--- src/rtl/div_pkg.sv ---
// Shared definitions for the sequential divider: op encodings, FSM states and width default.
package div_pkg;

    localparam int DIV_XLEN = 32;

    localparam logic [1:0] DIV_OP_DIV  = 2'b00;
    localparam logic [1:0] DIV_OP_DIVU = 2'b01;
    localparam logic [1:0] DIV_OP_REM  = 2'b10;
    localparam logic [1:0] DIV_OP_REMU = 2'b11;

    typedef enum logic [2:0] {
        ST_IDLE = 3'd0,
        ST_PREP = 3'd1,
        ST_ITER = 3'd2,
        ST_FIX  = 3'd3,
        ST_DONE = 3'd4
    } div_state_t;

endpackage

--- src/rtl/cas_row.sv ---
// One row of controlled add/subtract cells, XLEN+1 bits wide with a ripple carry.
module cas_row #(
    parameter int XLEN = 32
) (
    input  logic            sub_en,
    input  logic [XLEN:0]   a,
    input  logic [XLEN:0]   b,
    output logic [XLEN:0]   sum
);

    logic [XLEN:0] bx;
    logic [XLEN:0] carry;

    // Subtraction is a + ~b + 1: invert b and inject sub_en as the carry-in.
    assign bx       = b ^ {(XLEN + 1){sub_en}};
    assign carry[0] = sub_en;

    for (genvar i = 0; i <= XLEN; i++) begin : g_cell
        assign sum[i] = a[i] ^ bx[i] ^ carry[i];
        if (i < XLEN) begin : g_carry
            assign carry[i + 1] = (a[i] & bx[i]) | (carry[i] & (a[i] ^ bx[i]));
        end
    end

endmodule

--- src/rtl/div_seq_ctrl.sv ---
// Iterative non-restoring divider with RISC-V DIV/DIVU/REM/REMU semantics.
// One shared cas_row performs the per-cycle row operation and the final remainder fix-up.
module div_seq_ctrl
    import div_pkg::*;
#(
    parameter int XLEN  = DIV_XLEN,
    parameter int CNT_W = $clog2(XLEN) + 1
) (
    input  logic            clk,
    input  logic            rst,
    input  logic            start,
    input  logic [1:0]      op,
    input  logic [XLEN-1:0] dividend,
    input  logic [XLEN-1:0] divisor,
    input  logic            flush,
    output logic            busy,
    output logic            out_valid,
    input  logic            out_ready,
    output logic [XLEN-1:0] result
);

    localparam logic [XLEN-1:0] MIN_VAL = {1'b1, {(XLEN - 1){1'b0}}};

    div_state_t state, state_next;

    logic [1:0]      op_r;
    logic [XLEN-1:0] dvd_r;
    logic [XLEN-1:0] dvs_r;
    logic [XLEN:0]   r_r;
    logic [XLEN-1:0] q_r;
    logic [XLEN:0]   d_r;
    logic [CNT_W-1:0] cnt_r;
    logic            neg_q;
    logic            neg_r;
    logic [XLEN-1:0] result_r;

    logic            is_signed;
    logic            a_neg;
    logic            d_neg;
    logic [XLEN-1:0] a_abs;
    logic [XLEN-1:0] d_abs;
    logic            div_zero;
    logic            sig_ovf;
    logic            special;
    logic [XLEN-1:0] special_res;

    logic            row_sub;
    logic [XLEN:0]   row_a;
    logic [XLEN:0]   row_sum;
    logic [XLEN-1:0] rem_mag;
    logic [XLEN-1:0] quo_val;
    logic [XLEN-1:0] rem_val;
    logic [XLEN-1:0] fix_res;

    assign busy      = (state != ST_IDLE);
    assign out_valid = (state == ST_DONE);
    assign result    = result_r;

    // Operand conditioning and special-case detection, used in PREP.
    always_comb begin
        is_signed   = ~op_r[0];
        a_neg       = is_signed & dvd_r[XLEN-1];
        d_neg       = is_signed & dvs_r[XLEN-1];
        a_abs       = a_neg ? (~dvd_r + 1'b1) : dvd_r;
        d_abs       = d_neg ? (~dvs_r + 1'b1) : dvs_r;
        div_zero    = (dvs_r == '0);
        sig_ovf     = is_signed & (dvd_r == MIN_VAL) & (dvs_r == '1);
        special     = div_zero | sig_ovf;
        special_res = '0;
        if (div_zero) begin
            special_res = op_r[1] ? dvd_r : '1;
        end else if (sig_ovf) begin
            special_res = op_r[1] ? '0 : MIN_VAL;
        end
    end

    // ITER shifts {R,Q} into the row; FIX reuses the row as a plain add for the restore.
    always_comb begin
        row_a   = (state == ST_ITER) ? {r_r[XLEN-1:0], q_r[XLEN-1]} : r_r;
        row_sub = (state == ST_ITER) & ~r_r[XLEN];
    end

    cas_row #(.XLEN(XLEN)) u_row (
        .sub_en (row_sub),
        .a      (row_a),
        .b      (d_r),
        .sum    (row_sum)
    );

    always_comb begin
        rem_mag = r_r[XLEN] ? row_sum[XLEN-1:0] : r_r[XLEN-1:0];
        quo_val = neg_q ? (~q_r + 1'b1) : q_r;
        rem_val = neg_r ? (~rem_mag + 1'b1) : rem_mag;
        fix_res = op_r[1] ? rem_val : quo_val;
    end

    always_ff @(posedge clk or posedge rst) begin
        if (rst) begin
            state <= ST_IDLE;
        end else begin
            state <= state_next;
        end
    end

    always_comb begin
        state_next = state;
        if (flush) begin
            state_next = ST_IDLE;
        end else begin
            case (state)
                ST_IDLE: if (start) state_next = ST_PREP;
                ST_PREP: state_next = special ? ST_DONE : ST_ITER;
                ST_ITER: if (cnt_r == CNT_W'(1)) state_next = ST_FIX;
                ST_FIX:  state_next = ST_DONE;
                ST_DONE: if (out_ready) state_next = ST_IDLE;
                default: state_next = ST_IDLE;
            endcase
        end
    end

    always_ff @(posedge clk or posedge rst) begin
        if (rst) begin
            op_r     <= '0;
            dvd_r    <= '0;
            dvs_r    <= '0;
            r_r      <= '0;
            q_r      <= '0;
            d_r      <= '0;
            cnt_r    <= '0;
            neg_q    <= 1'b0;
            neg_r    <= 1'b0;
            result_r <= '0;
        end else if (!flush) begin
            case (state)
                ST_IDLE: begin
                    if (start) begin
                        op_r  <= op;
                        dvd_r <= dividend;
                        dvs_r <= divisor;
                    end
                end
                ST_PREP: begin
                    r_r   <= '0;
                    q_r   <= a_abs;
                    d_r   <= {1'b0, d_abs};
                    cnt_r <= CNT_W'(XLEN);
                    neg_q <= a_neg ^ d_neg;
                    neg_r <= a_neg;
                    if (special) result_r <= special_res;
                end
                ST_ITER: begin
                    r_r   <= row_sum;
                    q_r   <= {q_r[XLEN-2:0], ~row_sum[XLEN]};
                    cnt_r <= cnt_r - 1'b1;
                end
                ST_FIX: begin
                    result_r <= fix_res;
                end
                default: ;
            endcase
        end
    end

endmodule

--- config.mk ---
export PLATFORM = sky130hd
export DESIGN_NAME = div_seq_ctrl
export DESIGN_NICKNAME = d
export VERILOG_FILES = /design/src/rtl/div_pkg.sv /design/src/rtl/cas_row.sv /design/src/rtl/div_seq_ctrl.sv
export SDC_FILE = /design/constraint.sdc
export NUM_CORES = 1
export LEC_CHECK = 0
export ABC_AREA = 1
export CAP_MARGIN = 15
export CORE_MARGIN = 3
export CORE_UTILIZATION = 50
export CTS_BUF_LIST = sky130_fd_sc_hd__clkbuf_2
export DETAILED_ROUTE_END_ITERATION = 8
export PLACE_DENSITY = 0.7
export SKIP_CTS_REPAIR_TIMING = 1
export SYNTH_ARGS = -nofsm -noshare
export SYNTH_HDL_FRONTEND = slang
export SYNTH_HIERARCHICAL = 1
export SYNTH_SLANG_ARGS = --single-unit
--- constraint.sdc ---
create_clock -name clk -period 39.7 [get_ports clk]
set_clock_uncertainty 0.1 [all_clocks]
set_input_delay 11.91 -clock clk [delete_from_list [all_inputs] [get_ports clk]]
set_output_delay 11.91 -clock clk [all_outputs]
set_load 0.03 [all_outputs]
==> summary by stage <==
Final layout
In the layout the commonest cells are 481 x nand2_1, 247 x inv_1, 221 x o21ai_0. The utilization after layout is 57.2%. At the end of the flow, the number of nets in the layout was 2212. In the final layout, the share of cells above drive strength 1 is 9.75%. The sequential cell area is 0.00515 mm2. Leaving out filler cells and counting taps, the final layout contains 2523. The count of filler cells inserted in the layout is 2772.

The post-synthesis to final-layout area growth is 11.4%. The final non-filler cell area is 0.0161 mm2. The most common cell after layout, fill and taps aside is nand2_1.

The area of the multi-input gates is 0.00779 mm2.

Outcome
The flow ran to the end, and the final reports show no timing, DRC or antenna violations.

Global routing
The first global-routing pass estimated 68800 um of wire. The number of global-route vias before repair is 12734. The overall global routing resource usage is 27.8%.

The number of antenna violations at the first check in global routing is 1. Entering global routing, the biggest net connects 138 pins. The residual overflow from global routing is 0.

STA
Final hold analysis gives a worst-case slack of 0.380 ns. The highest attainable clock frequency is 0.0635 GHz. The final-report max-slew violation count is 0. After routing, the total negative slack on setup checks comes to 0 ns. For the pin with the worst max-slew slack, the measured transition is 1.03 ns. The number of hold violations in the final report is 0.

Setup violations remaining at the end of the flow were counted as 0. The shortest clock period the worst path allows after layout is 15.74 ns. The setup slack of the critical path after layout is 23.96 ns. The worst path uses 39.6% of the clock period. The worst-case headroom to the max-slew limit is 31.2%. Setup repair after global routing left no endpoint under its margin.

CTS
The H-tree generated during clock tree synthesis spans 2 levels. Clock-pin slew was measured on the worst setup and hold paths at 0.11 ns. Counting along the longest clock path gives a buffer depth of 3. The clock tree from TritonCTS is done. The cell at the root of the clock tree is clkbuf_2. The total CTS buffers is 56. The later pin in the worst-skew pair is clocked with a latency of 0.89 ns. The number of clock sinks is 206.

Synth
The synthesized design spends more area on one cell type than any other, namely dfrtp_1. The async set or reset register ratio after synthesis is 100%. The gate count of the mapped netlist is 2021. The mean instance size in the synthesized netlist is 7.13 um2. The count of unique library cells instantiated by Yosys is 55. The area of the mapped netlist is 0.0144 mm2. The most frequently used flop master after synthesis is dfrtp_1.

The sequential area share after synthesis is 35.8%. The yosys synthesis warning count is 6. In the post-synthesis netlist, the biggest area contributors are dfrtp_1 36%, nand2_1 13%, o21ai_0 7.7%, inv_1 6.5%, nand3_1 4.9%.

The fraction of post-synthesis cell area in the top cell type by area is 35.8%. The count of state elements after synthesis is 206. Counting flops with a built-in enable in the synthesized netlist gives 0.

Power and ir drop
Dividing total power by cell area gives a power density of 91.5 mW/mm2. After layout, the design draws a total of 1.47 mW. The analysis attributes to cell leakage a power of 7.43 nW.

Across the VDD grid, the largest voltage drop is 0.0612 mV.

Critical path
In this run the critical register-to-register path is launched from state[2]. Data on the critical path is required at its endpoint by 40.41 ns. The critical path ends at result[31]. The endpoint identified for the worst register-to-register timing path is result[31]. The beginning of the critical path is state[2]. STA classifies the critical path startpoint as a flip-flop. The worst setup path is of the flip-flop to flip-flop kind.

The cell with the largest stage delay on the worst path is nor2_4. By instance count, the cell type seen most on the critical path is fa_1. For this run, the slowest stage of the critical path takes 0.89 ns. For the worst flop-to-flop path, the logic depth is 48.

The kind of end point of the critical path is a flip-flop. Setup slack on the worst reg-to-reg path comes out at 23.96 ns. The largest driver fanout on the critical path is 43. At the worst endpoint, the arrival time is 16.45 ns.

Die
For this configuration, the core starts out at a cell density of 51.3%. The I/O pin total is 105. The overall die area is 0.0309 mm2. The chip height is 176 um. The total area inside the core boundary comes to 0.0281 mm2.

The standard-cell row count is 61. The horizontal extent of the die is 176 um.

Run
The max capacitance violation total is 0.

Place
After detailed placement, the design holds a cell count of 2423. At the end of routability-driven placement, the weighted congestion stood at 0.948. The half-perimeter wire length after placement is 31300 um. Once placement finished, the instance area stood at 0.0156 mm2. Prior to clock tree synthesis, the placed netlist has a worst setup slack of 24.07 ns.

The number of buffers inserted by port buffering is 104.

Drt
In this run the remaining antenna-violating nets after routing total 0. The remaining design rule violation count is 0. The total number of vias is 13615. The detailed router finished its first iteration with 1567 violations. After detailed routing, the average wire length per cell comes to 16.8 um. The final layout contains routed wiring with a total length of 42300 um. The length of the first detailed-routing pass in iterations is 6. In the routed layout, each cell is associated on average with a via count of 5.40.

Hold path
The path class of the tightest hold or removal check is flip-flop to flip-flop.
-- logic make-up after synthesis --
logic type	after synthesis	synth area share (%)
buffers and inverters	360	10.4
AO/OA/AOI/OAI	419	15.5
flip-flops	206	35.8
multiplexers	22	1.72
adder cells (fa/ha/maj)	38	4.92
XOR/XNOR	65	3.95
AND/OR/NAND/NOR	910	27.7
other	1	0.0260
-- routing by layer --
layer  global-route usage [%]  vias up  part of all wire (%)
met1                     44.2     6253                    47
met5                        0        -                     0
met3                     5.40       82                   9.6
li1                         -     6694                     -
met2                     37.5      586                    40
met4                     8.94        0                   3.0
-- power breakdown --
part	switching [mW]	internal (mW)
Combinational	0.626	0.299
Sequential	0.0980	0.300
Clock	0.0940	0.0520
-- Yosys cell counts, types with 19 or more instances --
cell and n:
dfrtp_1 206, xnor2_1 33, nor2_1 175, inv_1 249, a21oi_1 128, nand3_1 141, o21ai_0 221, fa_1 31
xor2_1 32, mux2_2 22, nand2_2 29, nand2_1 481, nand4_1 19, clkbuf_1 58
-- cell type report --
cell class	instances	area share (%)
timing repair buffer	119	7.19
clock inverter	25	0.662
sequential	206	32.1
inverter	264	6.27
antenna	1	0.0156
multi-input combinational	1456	48.5
clock buffer	74	2.31
tap	378	2.95
-- critical path, delay by kind of cell (launching register included) --
family	cells	cell delay [ns]
fa+ha+maj	31	12.21
simple gates	7	1.38
buf+inv	7	1.06
flops	1	0.47
compound gates	2	0.26
xor+xnor	1	0.21
-- worst min-delay path by stage --
stage	start	to	slack, ns	cells after the start
after floorplan	q_r[1]	q_r[1]	0.35	2
after global placement	result[19]	result[19]	0.36	2
after detailed placement	result[23]	result[23]	0.37	2
after CTS	result[21]	result[21]	0.39	2
after global routing	result[21]	result[21]	0.40	2
final	result[23]	result[23]	0.38	2
-- state kept, by name, indices dropped and copies added, names as in the netlist --
signal  flops
op_r        2
neg_r       1
cnt_r       6
neg_q       1
r_r        33
state       3
result     32
q_r        32
dvd_r      32
d_r        32
dvs_r      32
Power figures use the tool's default switching activity.
